$ cat config.mk
export PLATFORM = sky130hd
export DESIGN_NAME = smi_controller
export DESIGN_NICKNAME = d
export VERILOG_FILES = /design/src/rtl/smi_pkg.sv /design/src/rtl/smi_clk_div.sv /design/src/rtl/smi_controller.sv
export SDC_FILE = /design/constraint.sdc
export NUM_CORES = 1
export LEC_CHECK = 0
export ABC_AREA = 1
export CORE_MARGIN = 5
export CORE_UTILIZATION = 45
export DETAILED_ROUTE_END_ITERATION = 16
export GPL_TIMING_DRIVEN = 0
export MAX_ROUTING_LAYER = met4
export PLACE_DENSITY_LB_ADDON = 0.25
export RECOVER_POWER = 25
export SLEW_MARGIN = 10
export SYNTH_ARGS = -nofsm -noshare
export SYNTH_HDL_FRONTEND = slang
export SYNTH_SLANG_ARGS = --single-unit
$ cat constraint.sdc
create_clock -name wb_clk_i -period 2.1 [get_ports wb_clk_i]
set_input_delay 0.315 -clock wb_clk_i [delete_from_list [all_inputs] [get_ports wb_clk_i]]
set_output_delay 0.315 -clock wb_clk_i [all_outputs]
set_load 0.1 [all_outputs]
$ cat src/rtl/smi_pkg.sv
// Shared types and frame constants for the Clause-22 SMI management master.
package smi_pkg;

    typedef enum logic [2:0] {
        S_IDLE,
        S_PRE,
        S_CMD,
        S_TA,
        S_DATA,
        S_DONE
    } smi_state_e;

    localparam logic [1:0] ST    = 2'b01;
    localparam logic [1:0] OP_WR = 2'b01;
    localparam logic [1:0] OP_RD = 2'b10;
    localparam logic [1:0] TA_WR = 2'b10;

    localparam int unsigned CMD_BITS  = 14;
    localparam int unsigned TA_BITS   = 2;
    localparam int unsigned DATA_BITS = 16;

    // Post-preamble frame, MSB first. Reads fill TA/DATA with ones so the
    // shifter idles high while the PHY owns the line.
    function automatic logic [31:0] build_frame(
        input logic        we,
        input logic [4:0]  phy_addr,
        input logic [4:0]  reg_addr,
        input logic [15:0] wdata
    );
        return {ST, (we ? OP_WR : OP_RD), phy_addr, reg_addr,
                (we ? TA_WR : 2'b11), (we ? wdata : 16'hFFFF)};
    endfunction

endpackage

$ cat src/rtl/smi_clk_div.sv
// MDC generator: free-runs only while enabled, strobes mark MDC edges.
module smi_clk_div #(
    parameter int unsigned CLK_DIV = 10
) (
    input  logic clk,
    input  logic rst_n,
    input  logic en,
    output logic mdc,
    output logic rise,
    output logic fall
);

    localparam logic [7:0] LAST = 8'(CLK_DIV - 1);

    logic [7:0] cnt_q, cnt_d;
    logic       mdc_q, mdc_d;
    logic       hit;

    // Divider next state; cleared whenever the controller is idle.
    always_comb begin
        hit   = en && (cnt_q == LAST);
        cnt_d = '0;
        mdc_d = 1'b0;
        if (en) begin
            cnt_d = hit ? '0 : cnt_q + 8'd1;
            mdc_d = hit ? ~mdc_q : mdc_q;
        end
        rise = hit && !mdc_q;
        fall = hit && mdc_q;
    end

    // Divider state registers.
    always_ff @(posedge clk or negedge rst_n) begin
        if (!rst_n) begin
            cnt_q <= '0;
            mdc_q <= 1'b0;
        end else begin
            cnt_q <= cnt_d;
            mdc_q <= mdc_d;
        end
    end

    assign mdc = mdc_q;

endmodule

$ cat src/rtl/smi_controller.sv
// Clause-22 MDIO master: one read/write register transaction per command.
module smi_controller
    import smi_pkg::*;
#(
    parameter int unsigned CLK_DIV = 10,
    parameter int unsigned PRE_LEN = 32
) (
    input  logic        wb_clk_i,
    input  logic        rst_n,
    input  logic        cmd_v,
    output logic        cmd_rdy,
    input  logic        cmd_we,
    input  logic [4:0]  cmd_phy_addr,
    input  logic [4:0]  cmd_reg_addr,
    input  logic [15:0] cmd_wdata,
    output logic        rsp_v,
    output logic [15:0] rsp_rdata,
    output logic        rsp_err,
    output logic        busy,
    output logic        MDC,
    output logic        mdio_o,
    output logic        mdio_oe,
    input  logic        mdio_i
);

    localparam logic [5:0] PRE_LAST  = (PRE_LEN == 0) ? 6'd0 : 6'(PRE_LEN - 1);
    localparam logic [5:0] CMD_LAST  = 6'(CMD_BITS - 1);
    localparam logic [5:0] TA_LAST   = 6'(TA_BITS - 1);
    localparam logic [5:0] DATA_LAST = 6'(DATA_BITS - 1);

    smi_state_e  state_q, state_d;
    logic [5:0]  bit_cnt_q, bit_cnt_d;
    logic [31:0] sr_q, sr_d;
    logic [31:0] frame;
    logic [15:0] rd_sh_q, rd_sh_d;
    logic        ta_err_q, ta_err_d;
    logic        we_q, we_d;
    logic        mdio_o_q, mdio_o_d;
    logic        mdio_oe_q, mdio_oe_d;
    logic        rsp_v_q, rsp_v_d;
    logic [15:0] rsp_rdata_q, rsp_rdata_d;
    logic        rsp_err_q, rsp_err_d;
    logic        mdc_rise, mdc_fall;

    assign busy    = (state_q != S_IDLE);
    assign cmd_rdy = (state_q == S_IDLE);

    smi_clk_div #(.CLK_DIV(CLK_DIV)) u_clk_div (
        .clk   (wb_clk_i),
        .rst_n (rst_n),
        .en    (busy),
        .mdc   (MDC),
        .rise  (mdc_rise),
        .fall  (mdc_fall)
    );

    // Frame sequencer: launches bits on MDC fall, captures mdio_i on MDC rise.
    always_comb begin
        state_d     = state_q;
        bit_cnt_d   = bit_cnt_q;
        sr_d        = sr_q;
        rd_sh_d     = rd_sh_q;
        ta_err_d    = ta_err_q;
        we_d        = we_q;
        mdio_o_d    = mdio_o_q;
        mdio_oe_d   = mdio_oe_q;
        rsp_v_d     = 1'b0;
        rsp_rdata_d = rsp_rdata_q;
        rsp_err_d   = rsp_err_q;
        frame       = build_frame(cmd_we, cmd_phy_addr, cmd_reg_addr, cmd_wdata);

        unique case (state_q)
            S_IDLE: begin
                if (cmd_v) begin
                    we_d      = cmd_we;
                    mdio_oe_d = 1'b1;
                    if (PRE_LEN == 0) begin
                        state_d   = S_CMD;
                        bit_cnt_d = CMD_LAST;
                        mdio_o_d  = frame[31];
                        sr_d      = {frame[30:0], 1'b1};
                    end else begin
                        state_d   = S_PRE;
                        bit_cnt_d = PRE_LAST;
                        mdio_o_d  = 1'b1;
                        sr_d      = frame;
                    end
                end
            end
            S_PRE: begin
                if (mdc_fall) begin
                    if (bit_cnt_q == '0) begin
                        state_d   = S_CMD;
                        bit_cnt_d = CMD_LAST;
                        mdio_o_d  = sr_q[31];
                        sr_d      = {sr_q[30:0], 1'b1};
                    end else begin
                        bit_cnt_d = bit_cnt_q - 6'd1;
                    end
                end
            end
            S_CMD: begin
                if (mdc_fall) begin
                    mdio_o_d = sr_q[31];
                    sr_d     = {sr_q[30:0], 1'b1};
                    if (bit_cnt_q == '0) begin
                        state_d   = S_TA;
                        bit_cnt_d = TA_LAST;
                        if (!we_q) mdio_oe_d = 1'b0;
                    end else begin
                        bit_cnt_d = bit_cnt_q - 6'd1;
                    end
                end
            end
            S_TA: begin
                if (mdc_rise && !we_q && bit_cnt_q == '0) ta_err_d = mdio_i;
                if (mdc_fall) begin
                    mdio_o_d = sr_q[31];
                    sr_d     = {sr_q[30:0], 1'b1};
                    if (bit_cnt_q == '0) begin
                        state_d   = S_DATA;
                        bit_cnt_d = DATA_LAST;
                    end else begin
                        bit_cnt_d = bit_cnt_q - 6'd1;
                    end
                end
            end
            S_DATA: begin
                if (mdc_rise && !we_q) rd_sh_d = {rd_sh_q[14:0], mdio_i};
                if (mdc_fall) begin
                    if (bit_cnt_q == '0) begin
                        state_d     = S_DONE;
                        rsp_v_d     = 1'b1;
                        mdio_oe_d   = 1'b0;
                        mdio_o_d    = 1'b1;
                        rsp_rdata_d = we_q ? '0 : rd_sh_q;
                        rsp_err_d   = we_q ? 1'b0 : ta_err_q;
                    end else begin
                        bit_cnt_d = bit_cnt_q - 6'd1;
                        mdio_o_d  = sr_q[31];
                        sr_d      = {sr_q[30:0], 1'b1};
                    end
                end
            end
            S_DONE: begin
                state_d = S_IDLE;
            end
            default: state_d = S_IDLE;
        endcase
    end

    // Sequencer and response registers.
    always_ff @(posedge wb_clk_i or negedge rst_n) begin
        if (!rst_n) begin
            state_q     <= S_IDLE;
            bit_cnt_q   <= '0;
            sr_q        <= '1;
            rd_sh_q     <= '0;
            ta_err_q    <= 1'b0;
            we_q        <= 1'b0;
            mdio_o_q    <= 1'b1;
            mdio_oe_q   <= 1'b0;
            rsp_v_q     <= 1'b0;
            rsp_rdata_q <= '0;
            rsp_err_q   <= 1'b0;
        end else begin
            state_q     <= state_d;
            bit_cnt_q   <= bit_cnt_d;
            sr_q        <= sr_d;
            rd_sh_q     <= rd_sh_d;
            ta_err_q    <= ta_err_d;
            we_q        <= we_d;
            mdio_o_q    <= mdio_o_d;
            mdio_oe_q   <= mdio_oe_d;
            rsp_v_q     <= rsp_v_d;
            rsp_rdata_q <= rsp_rdata_d;
            rsp_err_q   <= rsp_err_d;
        end
    end

    assign mdio_o    = mdio_o_q;
    assign mdio_oe   = mdio_oe_q;
    assign rsp_v     = rsp_v_q;
    assign rsp_rdata = rsp_rdata_q;
    assign rsp_err   = rsp_err_q;

endmodule
# Yosys cells after proc, flatten, opt, wreduce, memory -nomap -nowiden
# Cells that the tools add are included.
# totals
regBits	88
inputBits	31
output_inout_bits	23
wordCells	109
# op_classes
n_addsub	2
n_eq_ne	18
muxes	52
bitwise	1
n_reduce_logical	23
# ops
cell	count
$mux 32	6
$pmux 32 s4	1
$mux 6	9
$mux 16	2
$pmux 6 s5	1
$mux 3	9
$ne 2x2->1 const B	12
$reduce_and 7->1	3
$mux 1	18
$mux 8	2
$pmux 3 s5	1
$reduce_and 9->1	1
$add 8x1->8 const B	1
$eq 8x4->1 const B	1
$eq 3x2->1 const B	2
$logic_not 6->1	1
$reduce_and 2->1	3
$reduce_and 6->1	1
$reduce_bool 3->1	2
$sub 6x1->6 const B	1
$logic_and 1x1->1	5
$reduce_bool 5->1	1
$pmux 1 s4	1
$reduce_bool 4->1	1
10 further kinds	11

# Depth between registers and ports, before layout
# depth
word_depth	6
depth_mapped	11

# Modules after synthesis
# Synthesis repeated with hierarchy kept, for this count alone.
# unflattened
cells_unflattened	552
area_unflattened_um2	4544.4
# by_module_without_submodules
module	n_inst	cells_per_inst	area_per_inst_um2	seq_area_each_um2
smi_controller	1	484	4040.1	2018.2
smi_clk_div	1	68	504.2	225.2

# Worst setup path before layout
# Ideal clock, no wire load.
# synth_timing
kind	register to register
from	register state_q[0]
to	register we_q
setup_time_ps	125
arrival_time_ps	2245
required_ps	1975
slack_ps	-270
stages_incl_launch_ff	6
n_path_buf	0
cell_sequence	dfrtp_1 > nor2_2 > nand2_2 > inv_1 > nand2_1 > mux2_2
# synth_between
elab_chain_len	2
# synth_lines
element	line	text
from (decl)	smi_controller.sv:31	smi_state_e state_q, state_d;
from (signal assigned)	smi_controller.sv:167	state_q <= state_d;
$logic_not 3->1	--	
net cmd_rdy	smi_controller.sv:11	output logic cmd_rdy,
$reduce_and 2->1 (no source line)	--	
to (signal assigned)	smi_controller.sv:172	we_q <= we_d;
to (decl)	smi_controller.sv:37	logic we_q, we_d;
# The timed path passes the listed nets, and every way through them passes these cells.
# A chain may end at the register's enable or synchronous reset.

# Final worst setup path
# layout_timing
from	register mdio_o_q, in the netlist mdio_o
to	output port mdio_o
# layout_rtl
element	line	text
from (decl)	smi_controller.sv:38	logic mdio_o_q, mdio_o_d;
from (signal assigned)	smi_controller.sv:173	mdio_o_q <= mdio_o_d;
to (decl)	smi_controller.sv:21	output logic mdio_o,
# No word-level cell between the ends.

==> results.tsv <==
metric	value	unit
p_switching	3.453	mW
dp_hpwl	6504	um
overflow	0	
top_layer_used	met4	
synth_top_family_by_area	simple AND/OR/NAND/NOR gates	
hold_start	sr_q[30]$_DFFE_PN1P_	
ys_seq_elements	88	
max_freq	492.7	MHz
met1_length	4597	um
post-route-drc-count	0	
rr_worst_depth	9	
finClkSkew	0.01197	ns
grt_use_total	17.89	%
crit_path_max_incr_delay	0.82	ns
hp-class	reg -> reg	
comb_power_share	49.0	%
stdcell_count	683	
final_antenna_net_count	0	
dpl.cell_count	666	
cp_num_buf_inv	1	
cts_num_sinks	88	
syn_area	4199	sq um
synthAdderAreaFrac	0.8939	%
seqPwrFrac	34.2	%
diodes	0	
period_share	96.65	%
num_rows	35	
ir_drop	0.6844	mV
tightest_slew	0.9750	ns
clk_path_buf_depth	2	
drtPass1Iterations	5	
cts_tree	done	
relSlewSlack	35.26	%
clk_latency	0.36	ns
yosysWarnings	0	
totalWireLength	9384	um
num_io_pins	54	
cts_buffers	9	
fin_nets	601	
crit_fanout	2	
regToRegStartpoint	bit_cnt_q[0]$_DFFE_PN0P_	
dp_slack	-0.2819	ns
power_density	1532	nW/um^2
slowest_stage	clkdlybuf4s15_1	
grt_antenna_before_repair	0	
post_drt_wl_per_cell	13.74	um
synth-simple-area-share	22.29	%
grt_max_degree	58	
rsz0062_at_grt	true	
synth-compound-area-share	15.88	%
start_util	45.88	%
htree_levels	3	
cts.reportedPaths.clkPinSlew	0.08	ns
postSynthAreaPerCell	8.381	sq um
synthXorXnorAreaFrac	0.8343	%
maxCapViolCount	0	
grt_pass1_vias	3432	
dr_total_vias	3508	
fin_crit	2.030	ns
fin_setup_tns	0	ns
seq_area_frac_synth	53.43	%
die_x	106.6	um
r2r_slack	0.15	ns
critical_path_class	reg -> out	
area_growth	22.11	%
place.gp.congestion	0.8310	
io_buffers	53	
fill_cells	835	
power_frac_clock	16.8	%
synth_cell_types	30	
grt_pass1_wl	16280	um
cp.arrival	1.71	ns
viasPerCell	5.136	
setup_viol	0	
cts_root_buf	clkbuf_8	
r2r_end	sr_q[25]$_DFFE_PN1P_	
synth_nets	535	
cp-start-kind	register	
outcome	finished clean	
core_area	9153	sq um
crit_chain	clkdlybuf4s15_1	
maxSlewViolCount	0	
cp_top_family	buffers and inverters	
die_y	106.6	um
dieArea	11360	sq um
postSynthCellCount	501	
hold_viol	0	
setup_ws	0.07040	ns
muxShareOfSynthArea	0.2682	%
p_sw_share	43.95	%
cp-end-kind	output pin	
drive_gt1_share	16.61	%
cts_setup_buffers	0	
min_delay_path_depth	2	
hold_end	sr_q[30]$_DFFE_PN1P_	
p_leak	2.439	nW
drt_iter0_markers	160	
routed-wl-met3	325	um
fin_util	56.02	%
p_int	4.403	mW
cp.required	1.78	ns
power	7.856	mW
wl_met2	4353	um
## cells in the mapped netlist, drive strengths merged
cell    instances  area share [%]
nand4           2            0.45
o22a           15             3.1
mux2            1            0.27
and3            2            0.30
buf            12             1.9
nand2         158              14
inv            39             3.5
nor2           36             3.7
xor2            4            0.83
o21ai         101              12
clkbuf         10            0.98
dfstp          33              21
a21oi           6            0.72
or2             5            0.74
ha              3            0.89
nand3          11             1.5
dfrtp          55              33
nor3            8             1.2
## cell families after synthesis
group / Yosys count
muxes: 1
and+or+nand+nor: 222
AOI/OAI and AO/OA: 122
buffers and inverters: 61
xor gates and xnor gates: 4
adders and majority gates: 3
DFF: 88
## layout make-up
type | count | area, sq um | share of cell area [%]
clock buffer | 9 | 123.9 | 2.416
inverter | 39 | 150.1 | 2.928
sequential | 88 | 2243 | 43.75
tap | 111 | 138.9 | 2.709
buffer | 22 | 127.6 | 2.489
clock inverter | 7 | 101.3 | 1.977
timing repair buffer | 55 | 536.8 | 10.47
multi-input combinational | 352 | 1705 | 33.26
## worst max path at each step
| stage | startpoint | cells past startpoint | endpoint |
|---|---|---|---|
| after floorplan | state_q[2]$_DFFE_PN0P_ | 5 | we_q$_DFFE_PN0P_ |
| after global placement | rst_n | 1 | rsp_rdata[12]$_DFFE_PN0P_ |
| after detailed placement | state_q[1]$_DFFE_PN0P_ | 4 | cmd_rdy |
| after CTS | bit_cnt_q[0]$_DFFE_PN0P_ | 9 | sr_q[8]$_DFFE_PN1P_ |
| after global routing | bit_cnt_q[0]$_DFFE_PN0P_ | 8 | rsp_rdata[11]$_DFFE_PN0P_ |
| final | mdio_o$_DFFE_PN1P_ | 1 | mdio_o |
## power groups by stage
stage / Combinational (mW) / Clock, mW / Sequential [mW]
2_1_floorplan: 2.85 / 0 / 2.79
3_3_place_gp: 3.74 / 0 / 2.69
3_5_place_dp: 3.84 / 0 / 2.72
4_1_cts: 3.83 / 1.36 / 2.68
5_1_grt: 4.35 / 1.44 / 2.75
6_report: 3.85 / 1.32 / 2.69
## through the flow
stage                     cell area [sq um]  hold WS [ns]
after global placement                 4877        0.4582
after global routing                   5127        0.4939
final                                  5127        0.4770
after floorplan                        4208       0.01941
after detailed placement               4902        0.2945
after CTS                              5109        0.4506
## layout by cell type (no fill, tap or decap), types with 14 or more instances in the layout
| cell | instances |
|---|---|
| o21ai_0 | 87 |
| dfrtp_1 | 55 |
| dlygate4sd2_1 | 20 |
| inv_1 | 36 |
| nor2_1 | 30 |
| o22a_1 | 15 |
| nand2_1 | 154 |
| clkdlybuf4s50_1 | 29 |
| dfstp_2 | 33 |
| o21ai_1 | 14 |
## flip-flops by register name, summed over array words and instances (netlist names), 3 cells and up
signal / flops
sr_q: 32
rd_sh_q: 16
state_q: 3
bit_cnt_q: 6
u_clk_div.cnt_q: 8
rsp_rdata: 16
## routing by layer
metal	vias to the layer above	global-route usage, %
met5	-	-
met4	0	4.292
met3	10	3.311
met2	69	26.93
met1	1670	25.33
li1	1759	-
## timing repair
| item | CTS | global route |
|---|---|---|
| resized for setup | 30 | 11 |
| endpoints found under the setup margin | 24 | 43 |
| hold buffers | 1 | 0 |
| endpoints found under the hold margin | 9 | 0 |
(Power assumes the default switching activity.)
